[src/rtl/lsu_pkg.sv]
// Shared encodings for the load/store unit: access sizes, FSM states, byte masks.
// Split-access support is selected by LSU_MISALIGN_SPLIT_EN in the units that import this.
package lsu_pkg;

    typedef enum logic [1:0] {
        SIZE_BYTE = 2'b00,
        SIZE_HALF = 2'b01,
        SIZE_WORD = 2'b10,
        SIZE_RSVD = 2'b11
    } size_e;

    typedef enum logic [2:0] {
        IDLE   = 3'd0,
        ISSUE0 = 3'd1,
        ISSUE1 = 3'd2,
        CAPT   = 3'd3,
        RESP   = 3'd4,
        ERR    = 3'd5
    } state_e;

    localparam logic [3:0] BE_NONE = 4'b0000;
    localparam logic [3:0] BE_BYTE = 4'b0001;
    localparam logic [3:0] BE_HALF = 4'b0011;
    localparam logic [3:0] BE_WORD = 4'b1111;

    function automatic logic [3:0] size_mask(size_e size);
        case (size)
            SIZE_BYTE: return BE_BYTE;
            SIZE_HALF: return BE_HALF;
            SIZE_WORD: return BE_WORD;
            default:   return BE_NONE;
        endcase
    endfunction

    // True when the access spills past the end of its first word.
    function automatic logic is_crossing(size_e size, logic [1:0] off);
        case (size)
            SIZE_HALF: return off == 2'd3;
            SIZE_WORD: return off != 2'd0;
            default:   return 1'b0;
        endcase
    endfunction

endpackage

[src/rtl/lsu_align.sv]
// Combinational lane steering: store byte enables / data per word, load extraction and extension.
// Second-word lanes exist only when LSU_MISALIGN_SPLIT_EN is defined.
module lsu_align
    import lsu_pkg::*;
(
    input  size_e       size_i,
    input  logic [1:0]  off_i,
    input  logic        signed_i,
    input  logic [31:0] st_data_i,
    input  logic [31:0] ld_lo_i,
    input  logic [31:0] ld_hi_i,
    output logic [3:0]  be0_o,
    output logic [3:0]  be1_o,
    output logic [31:0] wdata0_o,
    output logic [31:0] wdata1_o,
    output logic [31:0] ld_data_o
);

    logic [7:0]  be_wide;
    logic [63:0] wdata_wide;
    logic [63:0] ld_wide;
    logic [4:0]  shamt;
    logic        unused_align;

    always_comb begin
        shamt      = {off_i, 3'b000};
        be_wide    = {4'b0000, size_mask(size_i)} << off_i;
        wdata_wide = {32'h0, st_data_i} << shamt;
        be0_o      = be_wide[3:0];
        wdata0_o   = wdata_wide[31:0];
`ifdef LSU_MISALIGN_SPLIT_EN
        be1_o      = be_wide[7:4];
        wdata1_o   = wdata_wide[63:32];
        ld_wide    = {ld_hi_i, ld_lo_i} >> shamt;
`else
        be1_o      = BE_NONE;
        wdata1_o   = 32'h0;
        ld_wide    = {32'h0, ld_lo_i} >> shamt;
`endif
        case (size_i)
            SIZE_BYTE: ld_data_o = {{24{signed_i & ld_wide[7]}}, ld_wide[7:0]};
            SIZE_HALF: ld_data_o = {{16{signed_i & ld_wide[15]}}, ld_wide[15:0]};
            default:   ld_data_o = ld_wide[31:0];
        endcase
    end

`ifdef LSU_MISALIGN_SPLIT_EN
    assign unused_align = ^ld_wide[63:32];
`else
    assign unused_align = ^{ld_wide[63:32], be_wide[7:4], wdata_wide[63:32], ld_hi_i};
`endif

endmodule

[src/rtl/load_store_unit.sv]
// Load/store unit: request handshake FSM turning byte/half/word accesses into word strobes.
// Define LSU_MISALIGN_SPLIT_EN to split word-crossing accesses instead of rejecting them.
module load_store_unit
    import lsu_pkg::*;
#(
    parameter int unsigned MEM_WORDS = 1024
) (
    input  logic        clk_i,
    input  logic        rst_ni,
    input  logic        req_valid_i,
    output logic        req_ready_o,
    input  logic        req_write_i,
    input  logic [1:0]  req_size_i,
    input  logic        req_signed_i,
    input  logic [31:0] req_addr_i,
    input  logic [31:0] req_wdata_i,
    output logic        resp_valid_o,
    output logic [31:0] resp_rdata_o,
    output logic        access_err_o,
    output logic [29:0] mem_addr_o,
    output logic [31:0] mem_wdata_o,
    output logic [3:0]  mem_be_o,
    output logic        mem_read_o,
    output logic        mem_write_o,
    input  logic [31:0] mem_rdata_i
);

    state_e      state_q, state_d;
    logic        write_q, signed_q;
    size_e       size_q;
    logic [31:0] addr_q, wdata_q;
    logic        lat_en;
    logic        resp_valid_q, access_err_q;
    logic [31:0] resp_rdata_q;
    logic [3:0]  be0, be1;
    logic [31:0] wdata0, wdata1, ld_data;
    logic [31:0] ld_lo, ld_hi;
    logic        unused_mem_words;

    assign unused_mem_words = ^MEM_WORDS;

`ifdef LSU_MISALIGN_SPLIT_EN
    logic        split_q;
    logic [31:0] rdata0_q;

    always_ff @(posedge clk_i or negedge rst_ni) begin
        if (!rst_ni) begin
            split_q  <= 1'b0;
            rdata0_q <= 32'h0;
        end else begin
            if (lat_en) begin
                split_q <= is_crossing(size_e'(req_size_i), req_addr_i[1:0]);
            end
            if (state_q == ISSUE1) begin
                rdata0_q <= mem_rdata_i;
            end
        end
    end

    assign ld_lo = split_q ? rdata0_q : mem_rdata_i;
    assign ld_hi = split_q ? mem_rdata_i : 32'h0;
`else
    assign ld_lo = mem_rdata_i;
    assign ld_hi = 32'h0;
`endif

    lsu_align u_align (
        .size_i    (size_q),
        .off_i     (addr_q[1:0]),
        .signed_i  (signed_q),
        .st_data_i (wdata_q),
        .ld_lo_i   (ld_lo),
        .ld_hi_i   (ld_hi),
        .be0_o     (be0),
        .be1_o     (be1),
        .wdata0_o  (wdata0),
        .wdata1_o  (wdata1),
        .ld_data_o (ld_data)
    );

    always_comb begin
        state_d     = state_q;
        lat_en      = 1'b0;
        req_ready_o = 1'b0;
        mem_addr_o  = 30'h0;
        mem_wdata_o = 32'h0;
        mem_be_o    = 4'h0;
        mem_read_o  = 1'b0;
        mem_write_o = 1'b0;
        case (state_q)
            IDLE: begin
                req_ready_o = 1'b1;
                if (req_valid_i) begin
                    lat_en = 1'b1;
                    if (size_e'(req_size_i) == SIZE_RSVD) begin
                        state_d = ERR;
`ifndef LSU_MISALIGN_SPLIT_EN
                    end else if (is_crossing(size_e'(req_size_i), req_addr_i[1:0])) begin
                        state_d = ERR;
`endif
                    end else begin
                        state_d = ISSUE0;
                    end
                end
            end
            ISSUE0: begin
                mem_addr_o  = addr_q[31:2];
                mem_be_o    = be0;
                mem_read_o  = !write_q;
                mem_write_o = write_q;
                mem_wdata_o = write_q ? wdata0 : 32'h0;
`ifdef LSU_MISALIGN_SPLIT_EN
                state_d     = split_q ? ISSUE1 : CAPT;
`else
                state_d     = CAPT;
`endif
            end
`ifdef LSU_MISALIGN_SPLIT_EN
            ISSUE1: begin
                mem_addr_o  = addr_q[31:2] + 30'd1;
                mem_be_o    = be1;
                mem_read_o  = !write_q;
                mem_write_o = write_q;
                mem_wdata_o = write_q ? wdata1 : 32'h0;
                state_d     = CAPT;
            end
`endif
            CAPT:    state_d = RESP;
            RESP:    state_d = IDLE;
            ERR:     state_d = IDLE;
            default: state_d = IDLE;
        endcase
    end

    // Response registers load on leaving CAPT/ERR, so the pulse lands in RESP (or just after ERR).
    always_ff @(posedge clk_i or negedge rst_ni) begin
        if (!rst_ni) begin
            state_q      <= IDLE;
            write_q      <= 1'b0;
            signed_q     <= 1'b0;
            size_q       <= SIZE_BYTE;
            addr_q       <= 32'h0;
            wdata_q      <= 32'h0;
            resp_valid_q <= 1'b0;
            access_err_q <= 1'b0;
            resp_rdata_q <= 32'h0;
        end else begin
            state_q      <= state_d;
            resp_valid_q <= (state_q == CAPT) || (state_q == ERR);
            access_err_q <= (state_q == ERR);
            resp_rdata_q <= (state_q == CAPT && !write_q) ? ld_data : 32'h0;
            if (lat_en) begin
                write_q  <= req_write_i;
                signed_q <= req_signed_i;
                size_q   <= size_e'(req_size_i);
                addr_q   <= req_addr_i;
                wdata_q  <= req_wdata_i;
            end
        end
    end

    assign resp_valid_o = resp_valid_q;
    assign access_err_o = access_err_q;
    assign resp_rdata_o = resp_rdata_q;

endmodule

[config.mk]
export PLATFORM = sky130hd
export DESIGN_NAME = load_store_unit
export DESIGN_NICKNAME = d
export VERILOG_FILES = /design/src/rtl/lsu_pkg.sv /design/src/rtl/lsu_align.sv /design/src/rtl/load_store_unit.sv
export SDC_FILE = /design/constraint.sdc
export NUM_CORES = 1
export LEC_CHECK = 0
export CAP_MARGIN = 20
export CELL_PAD_IN_SITES_DETAIL_PLACEMENT = 0
export CELL_PAD_IN_SITES_GLOBAL_PLACEMENT = 1
export CORE_ASPECT_RATIO = 1.75
export CORE_MARGIN = 3
export CORE_UTILIZATION = 36
export DETAILED_ROUTE_END_ITERATION = 16
export GPL_TIMING_DRIVEN = 0
export PLACE_DENSITY = 0.95
export SETUP_SLACK_MARGIN = 0.2
export SKIP_CTS_REPAIR_TIMING = 1
export SYNTH_ARGS = -nofsm -noshare
export SYNTH_HDL_FRONTEND = slang
export SYNTH_SLANG_ARGS = --single-unit
[constraint.sdc]
create_clock -name clk_i -period 5.1 [get_ports clk_i]
set_clock_uncertainty 0.05 [all_clocks]
set_input_delay 1.53 -clock clk_i [delete_from_list [all_inputs] [get_ports clk_i]]
set_output_delay 1.53 -clock clk_i [all_outputs]
set_load 0.05 [all_outputs]
* Word-level counts from Yosys, hierarchy flattened *
Index checks and enable logic that the tools add are counted.

storage, ports and cells
  flip-flop bits (word level) = 105
  input bits = 103
  output and inout port bits = 103

cells by class
  equal/unequal tests = 10
  shift operators = 3
  multiplexer cells = 20
  bitwise gates (word level) = 2
  reductions and logical operators = 6

operators by type and width
  cell                                                              number
  32-bit 2-to-1 mux                                                 3
  32-bit one-hot mux with 2 select lines                            1
  32-bit by 5-bit << shifter with 32-bit output                     1
  32-bit by 5-bit right shift with 32-bit output                    1
  30-bit 2-to-1 mux                                                 1
  4-bit one-hot mux with 3 select lines                             1
  3-bit 2-to-1 mux                                                  3
  3-bit one-hot mux with 3 select lines                             1
  2-bit == test (second input constant)                             4
  1-bit 2-to-1 mux                                                  8
  2-bit by 1-bit == test with 1-bit output (second input constant)  2
  4-bit 2-to-1 mux                                                  1
  4-bit by 2-bit << shifter with 4-bit output                       1
  3-bit by 1-bit == test with 1-bit output (second input constant)  1
  3-bit by 2-bit == test with 1-bit output (second input constant)  1
  3-bit == test (second input constant)                             1
  3-bit zero test                                                   1
  1-bit AND                                                         2
  2-bit zero test                                                   1
  2-bit inequality test (second input constant)                     1
  1-bit one-hot mux with 2 select lines                             1
  2-bit nonzero test                                                1
  1-bit logical AND                                                 1
  1-bit zero test                                                   1
  1-bit logical OR                                                  1

* Depth between registers and ports, before layout *
Gate-level depths: netlist (run 1).

  word-level depth = 9
  depth in mapped cells = 7

* Hierarchy *
From an unflattened synthesis (run 1), not the netlist that was laid out.

second synthesis, totals
  cells, all modules = 558
  area total of the unflattened synthesis = 5,985.7 um^2

modules (own cells, without submodules)
  module           times used  cells an instance  area each (um^2)
  load_store_unit  1           317                4,302.9
  lsu_align        1           241                1,682.9

* Least setup slack after synthesis (run 1) *
OpenSTA, ideal clock, no wires.

  path type = register to output
  start = register addr_q[0]
  end = output port mem_be_o[1]
  data arrival time = 2,547 ps
  required time = 3,520 ps
  setup slack = 973 ps
  cell stages (with the launch flop) = 7
  path buffers = 3
  cells stage by stage = dfrtp_1 -> clkbuf_1 -> clkbuf_1 -> buf_1 -> nor2_1 -> a21oi_1 -> nor3b_1

between the ends
  longest elaborated chain between the ends = 2

ends and longest elaborated chain
  element                                      RTL line                source
  from (decl)                                  load_store_unit.sv:31   logic [31:0] addr_q, wdata_q;
  from (signal assigned)                       load_store_unit.sv:156  addr_q <= req_addr_i;
  4-bit by 2-bit << shifter with 4-bit output  lsu_align.sv:27         be_wide = {4'b0000, size_mask(size_i)} << off_i;
  4-bit 2-to-1 mux                             load_store_unit.sv:90   case (state_q)
  to (decl)                                    load_store_unit.sv:22   output logic [3:0] mem_be_o,

Every way passes these cells.

* Worst setup path after layout (run 1) *
  start = register addr_q[0]
  end = output port mem_wdata_o[25]

between the ends
  longest elaborated chain between the ends = 3

ends and longest elaborated chain
  element                                        RTL line                source
  32-bit by 5-bit << shifter with 32-bit output  lsu_align.sv:28         wdata_wide = {32'h0, st_data_i} << shamt;
  32-bit 2-to-1 mux                              load_store_unit.sv:111  mem_wdata_o = write_q ? wdata0 : 32'h0;
  32-bit 2-to-1 mux                              load_store_unit.sv:90
  to (decl)                                      load_store_unit.sv:21   output logic [31:0] mem_wdata_o,

Every way passes these cells.

==> results of run 1 <==
[cell usage in the layout, fill, tap and decap left out, drive strengths merged, types with 2 or more instances in the layout]
cell and n:
o2bb2ai 7, nand2b 2, o21ai 5, and2 39, nor3 18, a211oi 30
a21oi 28, nand2 5, nor2 58, ha 7, dfrtp 105, nor2b 17
inv 11, buf 11, clkbuf 41, nand3b 2, dlymetal6s2s 2, mux2i 34
clkdlybuf4s50 202, clkinv 3, mux2 66
[stage by stage]
| stage | hold slack (ns) | total power (uW) |
|---|---|---|
| 2_1_floorplan | 0.422 | 3480 |
| 3_3_place_gp | 0.433 | 4410 |
| 3_5_place_dp | 0.440 | 4480 |
| 4_1_cts | 0.457 | 5160 |
| 5_1_grt | 0.478 | 5430 |
| 6_report | 0.455 | 5140 |
[registers in the layout (all words and copies together) (netlist names)]
register and cells:
write_q 1, state_q 3, wdata_q 32, resp_valid_o 1, addr_q 32, resp_rdata_o 32
signed_q 1, size_q 2, access_err_o 1
[final timing paths]
kind | start | end | slack (ns) | cells past startpoint
min in group asynchronous | rst_ni | addr_q[24]$_DFFE_PN0P_ | 1.20 | 1
hold reg to reg | wdata_q[24]$_DFFE_PN0P_ | wdata_q[24]$_DFFE_PN0P_ | 0.45 | 1
max in group asynchronous | rst_ni | resp_rdata_o[5]$_DFF_PN0_ | 3.09 | 2
setup / recovery | addr_q[0]$_DFFE_PN0P_ | mem_wdata_o[25] | 0.32 | 5
hold / removal | wdata_q[24]$_DFFE_PN0P_ | wdata_q[24]$_DFFE_PN0P_ | 0.45 | 1
setup reg to reg | state_q[0]$_DFFE_PN0P_ | wdata_q[0]$_DFFE_PN0P_ | 2.54 | 4
[layer usage]
metal / vias up / global-route usage
li1: 2098 / -
met4: 0 / 0.110
met1: 2217 / 0.210
met2: 168 / 0.393
met3: 41 / 0.0303
met5: - / 0
[report_power, final]
group | switching [uW] | leakage [uW] | internal (uW) | total [uW]
combinational | 1910 | 0.00183 | 1200 | 3110
clock | 330 | 0.000143 | 341 | 672
sequential | 205 | 0.00131 | 1160 | 1360
total | 2440 | 0.00329 | 2700 | 5140
[critical path, cell delays in order, from the launching register on]
cell and delay (ns):
dfrtp_1 0.32, clkbuf_1 0.33, clkbuf_1 0.68, mux2i_1 0.21, a211oi_1 0.42, clkdlybuf4s50_1 0.88
[kinds of logic after synthesis]
logic type / after synthesis
compound gates: 72
flops: 105
simple gates: 148
buf+inv: 46
mux: 101
fa+ha+maj: 7
xor+xnor: 1
[cell type report]
| cell class | count | area share |
|---|---|---|
| sequential | 105 | 0.333 |
| multi-input combinational | 329 | 0.310 |
| timing repair buffer | 208 | 0.266 |
| clock buffer | 9 | 0.0286 |
| tap | 177 | 0.0281 |
| buffer | 39 | 0.0222 |
| clock inverter | 7 | 0.00762 |
| inverter | 7 | 0.00333 |
==> results by group, run 1 <==
Run status
  • Outcome: finished clean

Floorplan
  • DIE WIDTH: 97.4 um
  • IO Pins: 206
  • Initial Util: 0.373
  • Core footprint: 14100 sq um
  • FP Rows: 57
  • Die height: 166 um
  • Full die area: 16200 sq um

Yosys
  • Synth Flop Type: dfrtp_1
  • Sequential area share after synthesis: 0.499
  • Multiplexer share of the synthesized area: 0.210
  • Synth area leader: dfrtp_1
  • Post-Syn Instances: 480
  • Syn avg cell area: 11.0 sq um
  • Post-synth EDFFs: 0
  • Synth warnings: 0
  • XOR/XNOR Fraction of Synth Area: 0.00166
  • Synthesized-area fraction occupied by adder cells: 0.0166
  • Top post-synthesis cells by area: dfrtp_1 50%, mux2_2 14%, mux2i_1 6.5%
  • Yosys reg bits: 105
  • Netlist cell types: 31
  • Post-synth top cells: 105 x dfrtp_1, 66 x mux2_2, 58 x nor2_1
  • Async set or reset register ratio after synthesis: 1.00
  • Share of the synthesized area in the top cell type: 0.499
  • Most frequent cell after synthesis: dfrtp_1
  • Compound-Gate Fraction of Synth Area: 0.0922
  • Syn_nets: 590
  • Main combinational cell family by area after synthesis: multiplexers
  • Cell Area, Synth: 5260 sq um
  • Simple-gate share of the synthesized area: 0.143

Cells and area
  • Share of layout cells above drive strength 1: 0.139
  • Multi-input combinational cell area: 2450 sq um
  • Final std cells w/o fill: 881
  • Fillers: 1245
  • Fin util: 0.558
  • Register area: 2630 sq um
  • Synth-to-Final Area Change: 49.7%
  • Design Area, Final: 7880 sq um
  • Antenna cells: 0
  • Final #Nets: 809

Global route
  • Grt ovf: 0
  • GRT Total Usage: 0.206
  • First-pass GRT wire length: 26.1 mm
  • Pin count of the biggest net entering global routing: 61
  • Vias in the first global route: 4937
  • Initial antenna violation count: 0

Timing
  • TNS Setup: 0 ns
  • Worst-margin pin slew: 0.941 ns
  • Period Utilization, post-route: 0.937
  • Slew margin rel.: 0.368
  • Final setup fails: 0
  • Achievable Freq: 0.209 GHz
  • Hold Violations, Final: 0
  • Final worst-path setup slack: 0.323 ns
  • Final min period: 4.78 ns
  • Fin. max-slew vios: 0
  • RSZ-0062 raised after global routing: no

Routing
  • Via Count: 4524
  • Met3 WL: 614 um
  • Highest Signal Layer: met4
  • Post-DR vias/cell: 5.14
  • DRC errors left: 0
  • Wire length on met1: 5.86 mm
  • DRT Wirelength: 16.7 mm
  • ANT nets after route: 0
  • Met2 WL post-DR: 9.44 mm
  • Initial DRC Count: 128
  • DRT Pass-1 Iters: 4
  • DR WL/cell: 19.0 um

Placement
  • I/O Buffers: 205
  • Dpl cells: 863
  • DP Wirelength: 13.2 mm
  • Dpl ws: 0.419 ns
  • Final Wtd Congestion: 0.911
  • Placed Instance Area: 7560 sq um

Worst setup path
  • Critical path class: register to output pin
  • Crit path DAT: 3.20 ns
  • CP startpoint kind: register
  • Crit Path Max Fanout: 10
  • CP Data Required Time: 3.52 ns
  • CP Capture Type: output pin

Clocking
  • CTS clk-pin slew, worst paths: 0.08 ns
  • H-Tree Depth: 3
  • Skew-Pair Late Insertion Delay: 0.34 ns
  • Clock buffer depth: 2
  • Root buffer cell: clkbuf_16
  • Clk sinks: 105
  • Num CTS Buffers: 9
  • CTS tree: done

Power and ir drop
  • VDD IR max: 0.348 mV
  • Cell area power density: 653 nW/um^2
  • Leak: 0.00329 uW

Min path
  • Worst hold path type: register to register

Run
  • # Max-Cap Violations: 0
Note: power is estimated with default switching activity, not from simulation.
==> run 2: changes to the inputs <==
==> constraint.sdc (replaced) <==
create_clock -name clk_i -period 5.1 [get_ports clk_i]
set_clock_uncertainty 0.05 [all_clocks]
set_input_delay 1.53 -clock clk_i [delete_from_list [all_inputs] [get_ports clk_i]]
set_output_delay 1.53 -clock clk_i [all_outputs]
set_load 0.005 [all_outputs]
==> results by group, run 2 (synthesis gave the netlist of run 1 again) <==
Run status
  • Outcome: finished clean

Timing
  • Final setup fails: 0
  • Fin. max-slew vios: 0
  • Slew margin rel.: 0.364
  • RSZ-0062 raised after global routing: no
  • Period Utilization, post-route: 0.922
  • Final worst-path setup slack: 0.397 ns
  • Worst-margin pin slew: 0.947 ns
  • Final min period: 4.70 ns
  • Achievable Freq: 0.213 GHz
  • Hold Violations, Final: 0

Worst setup path
  • CP startpoint kind: register
  • WP buf/inv: 4
  • Slowest cell on the critical path: clkdlybuf4s50_1
  • Critical path class: register to output pin
  • R2R setup slack: 2.55 ns
  • Crit path DAT: 3.12 ns
  • CP top delay family: buffers and inverters
  • Crit Path Max Fanout: 10
  • CP Capture Type: output pin
  • CP Data Required Time: 3.52 ns
  • Max incr delay on CP: 0.58 ns
  • CP cell instances: clkbuf_1 > clkbuf_1 > buf_1 > a211oi_1 > a211oi_1 > clkdlybuf4s50_1

Run
  • # Max-Cap Violations: 0

Routing
  • Initial DRC Count: 119
  • Met3 WL: 634 um
  • Wire length on met1: 5.89 mm
  • Met2 WL post-DR: 9.36 mm
  • DRT Pass-1 Iters: 4
  • Post-DR vias/cell: 5.15
  • DR WL/cell: 19.0 um
  • DRT Wirelength: 16.7 mm
  • DRC errors left: 0
  • Via Count: 4525
  • ANT nets after route: 0
  • Highest Signal Layer: met4

Global route
  • Pin count of the biggest net entering global routing: 61
  • Initial antenna violation count: 0
  • Grt ovf: 0
  • Vias in the first global route: 4937
  • First-pass GRT wire length: 26.1 mm
  • GRT Total Usage: 0.206

Clocking
  • Skew-Pair Late Insertion Delay: 0.34 ns
  • Root buffer cell: clkbuf_16
  • Clock buffer depth: 2
  • Clk sinks: 105
  • Num CTS Buffers: 9
  • H-Tree Depth: 3
  • CTS clk-pin slew, worst paths: 0.08 ns
  • CTS tree: done

Cells and area
  • Antenna cells: 0
  • Final #Nets: 807
  • Multi-input combinational cell area: 2440 sq um
  • Synth-to-Final Area Change: 49.1%
  • Register area: 2630 sq um
  • Share of layout cells above drive strength 1: 0.132
  • Fillers: 1251
  • Most frequent cells in the layout: 204 x clkdlybuf4s50_1, 105 x dfrtp_1, 66 x mux2_2
  • Commonest non-fill, non-tap cell in the layout: clkdlybuf4s50_1
  • Fin util: 0.556

Power and ir drop
  • Cell area power density: 554 nW/um^2
  • Leak: 0.00323 uW
  • Psw: 1660 uW
  • Pint: 2690 uW
  • Sequential share of power: 0.313
  • Clock power frac: 0.154
  • Comb pwr share: 0.533
  • Sw Share: 0.381
  • VDD IR max: 0.247 mV

Floorplan
  • IO Pins: 206
  • Full die area: 16200 sq um
  • Core footprint: 14100 sq um
  • FP Rows: 57
  • Die height: 166 um
  • DIE WIDTH: 97.4 um
  • Initial Util: 0.373

Placement
  • Dpl ws: 0.721 ns
  • I/O Buffers: 205
  • Final Wtd Congestion: 0.911
  • DP Wirelength: 13.2 mm

Min path
  • Worst hold path type: register to register
## run 2: area by class of cell
cell class | instances | share of cell area
Clock inverter | 7 | 0.00765
Clock buffer | 9 | 0.0287
Inverter | 7 | 0.00335
Multi-Input combinational cell | 329 | 0.311
Buffer | 39 | 0.0218
Tap cell | 177 | 0.0282
Sequential cell | 105 | 0.335
Timing Repair Buffer | 206 | 0.265
## run 2: worst paths after layout
path / start / end / cells past startpoint
setup / recovery: addr_q[0]$_DFFE_PN0P_ / mem_wdata_o[25] / 6
hold / removal: wdata_q[24]$_DFFE_PN0P_ / wdata_q[24]$_DFFE_PN0P_ / 1
setup reg to reg: state_q[0]$_DFFE_PN0P_ / wdata_q[0]$_DFFE_PN0P_ / 4
hold reg to reg: wdata_q[24]$_DFFE_PN0P_ / wdata_q[24]$_DFFE_PN0P_ / 1
max in group asynchronous: rst_ni / resp_rdata_o[5]$_DFF_PN0_ / 2
min in group asynchronous: rst_ni / addr_q[24]$_DFFE_PN0P_ / 1
## run 2: per-layer routing
metal / global-route usage / up-vias
met5: 0 / -
met4: 0.110 / 0
met3: 0.0303 / 41
met2: 0.393 / 170
met1: 0.210 / 2217
li1: - / 2097
## run 2: power groups by stage
stage	Sequential (uW)	Combinational, uW	Clock (uW)
final	1360	2320	670
after global routing	1410	2530	713
after CTS	1370	2340	686
after detailed placement	1380	2330	0
after global placement	1360	2280	0
after floorplan	1310	1400	0
## run 2: stage by stage
stage	cell area, sq um	std cells	power (uW)	setup TNS [ns]	hold slack (ns)
after detailed placement	7560	863	3710	0	0.440
final	7850	879	4350	0	0.453
after floorplan	5260	480	2700	0	0.422
after CTS	7850	879	4390	0	0.457
after global routing	7850	879	4650	0	0.478
after global placement	7540	862	3640	-143.11	0.433
## run 2: worst register-to-register path, cell delays in order (launching register included)
cell and delay [ns]:
dfrtp_1 0.44, nand2b_1 0.18, nor3_1 0.73, clkbuf_1 0.63
mux2_2 0.41
==> run 3: changes to the inputs <==
--- a/config.mk
+++ b/config.mk
@@ -8,11 +8,10 @@
 export CAP_MARGIN = 20
 export CELL_PAD_IN_SITES_DETAIL_PLACEMENT = 0
 export CELL_PAD_IN_SITES_GLOBAL_PLACEMENT = 1
-export CORE_ASPECT_RATIO = 1.75
+export CORE_ASPECT_RATIO = 0.8
 export CORE_MARGIN = 3
 export CORE_UTILIZATION = 36
 export DETAILED_ROUTE_END_ITERATION = 16
-export GPL_TIMING_DRIVEN = 0
 export PLACE_DENSITY = 0.95
 export SETUP_SLACK_MARGIN = 0.2
 export SKIP_CTS_REPAIR_TIMING = 1
==> results by group, run 3 (synthesis gave the netlist of run 1 again) <==
Global route
  • Vias in the first global route: 4544
  • GRT Total Usage: 0.184
  • Initial antenna violation count: 0
  • Met2 Use GR: 0.311
  • Pin count of the biggest net entering global routing: 55
  • Grt peak-use layer: met2
  • First-pass GRT wire length: 23.7 mm
  • Routing usage on met3: 0.0522
  • Grt ovf: 0
  • Grt met1 use: 0.234

Cells and area
  • Design Area, Final: 7750 sq um
  • Synth-to-Final Area Change: 47.2%
  • Share of layout cells above drive strength 1: 0.145
  • Final #Nets: 775
  • Commonest non-fill, non-tap cell in the layout: clkdlybuf4s50_1
  • Most frequent cells in the layout: 204 x clkdlybuf4s50_1, 103 x dfrtp_1, 66 x mux2_2
  • Antenna cells: 0
  • Fillers: 1212
  • Fin util: 0.556
  • Register area: 2630 sq um
  • Multi-input combinational cell area: 2440 sq um

Timing
  • Fin. max-slew vios: 0
  • TNS Setup: 0 ns
  • Achievable Freq: 0.218 GHz
  • Hold Violations, Final: 0
  • Slew margin rel.: 0.257
  • Final min period: 4.59 ns
  • Worst-margin pin slew: 1.11 ns
  • Final worst-path setup slack: 0.514 ns
  • Period Utilization, post-route: 0.899
  • RSZ-0062 raised after global routing: no
  • Final setup fails: 0

Placement
  • DP Wirelength: 11.1 mm
  • I/O Buffers: 205
  • Dpl ws: 0.820 ns
  • Final Wtd Congestion: 0.846
  • Placed Instance Area: 7430 sq um

Power and ir drop
  • Design Power: 4260 uW
  • Leak: 0.00321 uW
  • VDD IR max: 0.237 mV
  • Cell area power density: 550 nW/um^2

Clocking
  • H-Tree Depth: 3
  • Clk sinks: 105
  • Clock buffer depth: 2
  • Num CTS Buffers: 9
  • CTS clk-pin slew, worst paths: 0.07 ns
  • CTS tree: done
  • Skew-Pair Late Insertion Delay: 0.34 ns
  • Root buffer cell: clkbuf_16

Worst setup path
  • CP startpoint kind: register
  • Cell repeated most along the worst path: nor2_1
  • FF-to-FF Start: addr_q[0]$_DFFE_PN0P_
  • CP Data Required Time: 3.52 ns
  • Reg2reg end: resp_rdata_o[19]$_DFF_PN0_
  • FF-to-FF path depth: 5
  • Crit Path Max Fanout: 33
  • Crit path DAT: 3.01 ns
  • Critical path class: register to output pin
  • Max incr delay on CP: 0.51 ns
  • CP cell instances: nor2_1 > nand2_1 > inv_1 > buf_4 > nand3b_1 > nor2_1 > and2_1 > clkdlybuf4s50_1
  • Slowest cell on the critical path: clkdlybuf4s50_1
  • CP Capture Type: output pin
  • R2R setup slack: 1.79 ns

Floorplan
  • Initial Util: 0.378
  • Core footprint: 13900 sq um
  • Die height: 114 um
  • DIE WIDTH: 141 um
  • FP Rows: 38
  • Full die area: 16100 sq um
  • IO Pins: 206

Min path
  • Worst hold path type: register to register
  • Hold path depth: 1
  • Worst Hold End: addr_q[23]$_DFFE_PN0P_
  • Beginning of the worst hold path: addr_q[23]$_DFFE_PN0P_

Run
  • # Max-Cap Violations: 0

Routing
  • DRT Pass-1 Iters: 4
  • DR WL/cell: 17.6 um
  • Via Count: 4296
  • Initial DRC Count: 155
  • ANT nets after route: 0
  • DRT Wirelength: 14.9 mm
  • DRC errors left: 0
  • Post-DR vias/cell: 5.05

Run status
  • Outcome: finished clean
==> run 3: cell count changes in the layout (fill, tap and decap cells not counted), moves of 2 or more <==
cell	previous run	this run
clkbuf_1	30	0
buf_2	2	0
dfrtp_2	0	2
buf_6	3	0
buf_1	4	0
dfrtp_1	105	103
buf_4	1	9
==> run 3: through the flow <==
| stage | std cells | hold WS, ns |
|---|---|---|
| finish | 850 | 0.451 |
| CTS | 850 | 0.455 |
| global route | 850 | 0.462 |
| detailed placement | 834 | 0.438 |
| floorplan | 480 | 0.422 |
| global placement | 834 | 0.432 |
==> run 3: layer usage <==
metal  vias up  wire [um]
li1       2038          -
met1      2096       6580
met2       150       7220
met3        12        983
met4         0        142
met5         -          0
==> run 3: worst max-delay path by stage <==
| stage | start | end |
|---|---|---|
| 6_report | state_q[2]$_DFFE_PN0P_ | mem_wdata_o[7] |
| 5_1_grt | state_q[2]$_DFFE_PN0P_ | mem_wdata_o[7] |
| 4_1_cts | state_q[2]$_DFFE_PN0P_ | mem_wdata_o[7] |
| 3_5_place_dp | state_q[2]$_DFFE_PN0P_ | mem_wdata_o[7] |
| 3_3_place_gp | state_q[2]$_DFFE_PN0P_ | mem_wdata_o[7] |
| 2_1_floorplan | addr_q[0]$_DFFE_PN0P_ | mem_be_o[1] |
==> run 3: worst max-delay path, delay by kind of cell, from the launching register on <==
family | cells | cell delay, ns
and+or+nand+nor | 5 | 1.35
buffers and inverters | 3 | 0.86
DFF | 1 | 0.45
==> run 3: cell type report <==
cell class	instances	share of cell area
clock buffer	10	0.0309
timing repair buffer	213	0.272
multi-input combinational	329	0.315
clock inverter	6	0.00937
tap	180	0.0291
inverter	7	0.00339
sequential	105	0.340
==> run 3: report_power, final <==
group | switching (uW) | internal, uW | total (uW)
Sequential | 314 | 1160 | 1470
Clock | 319 | 402 | 721
Combinational | 928 | 1140 | 2070
Total | 1560 | 2700 | 4260
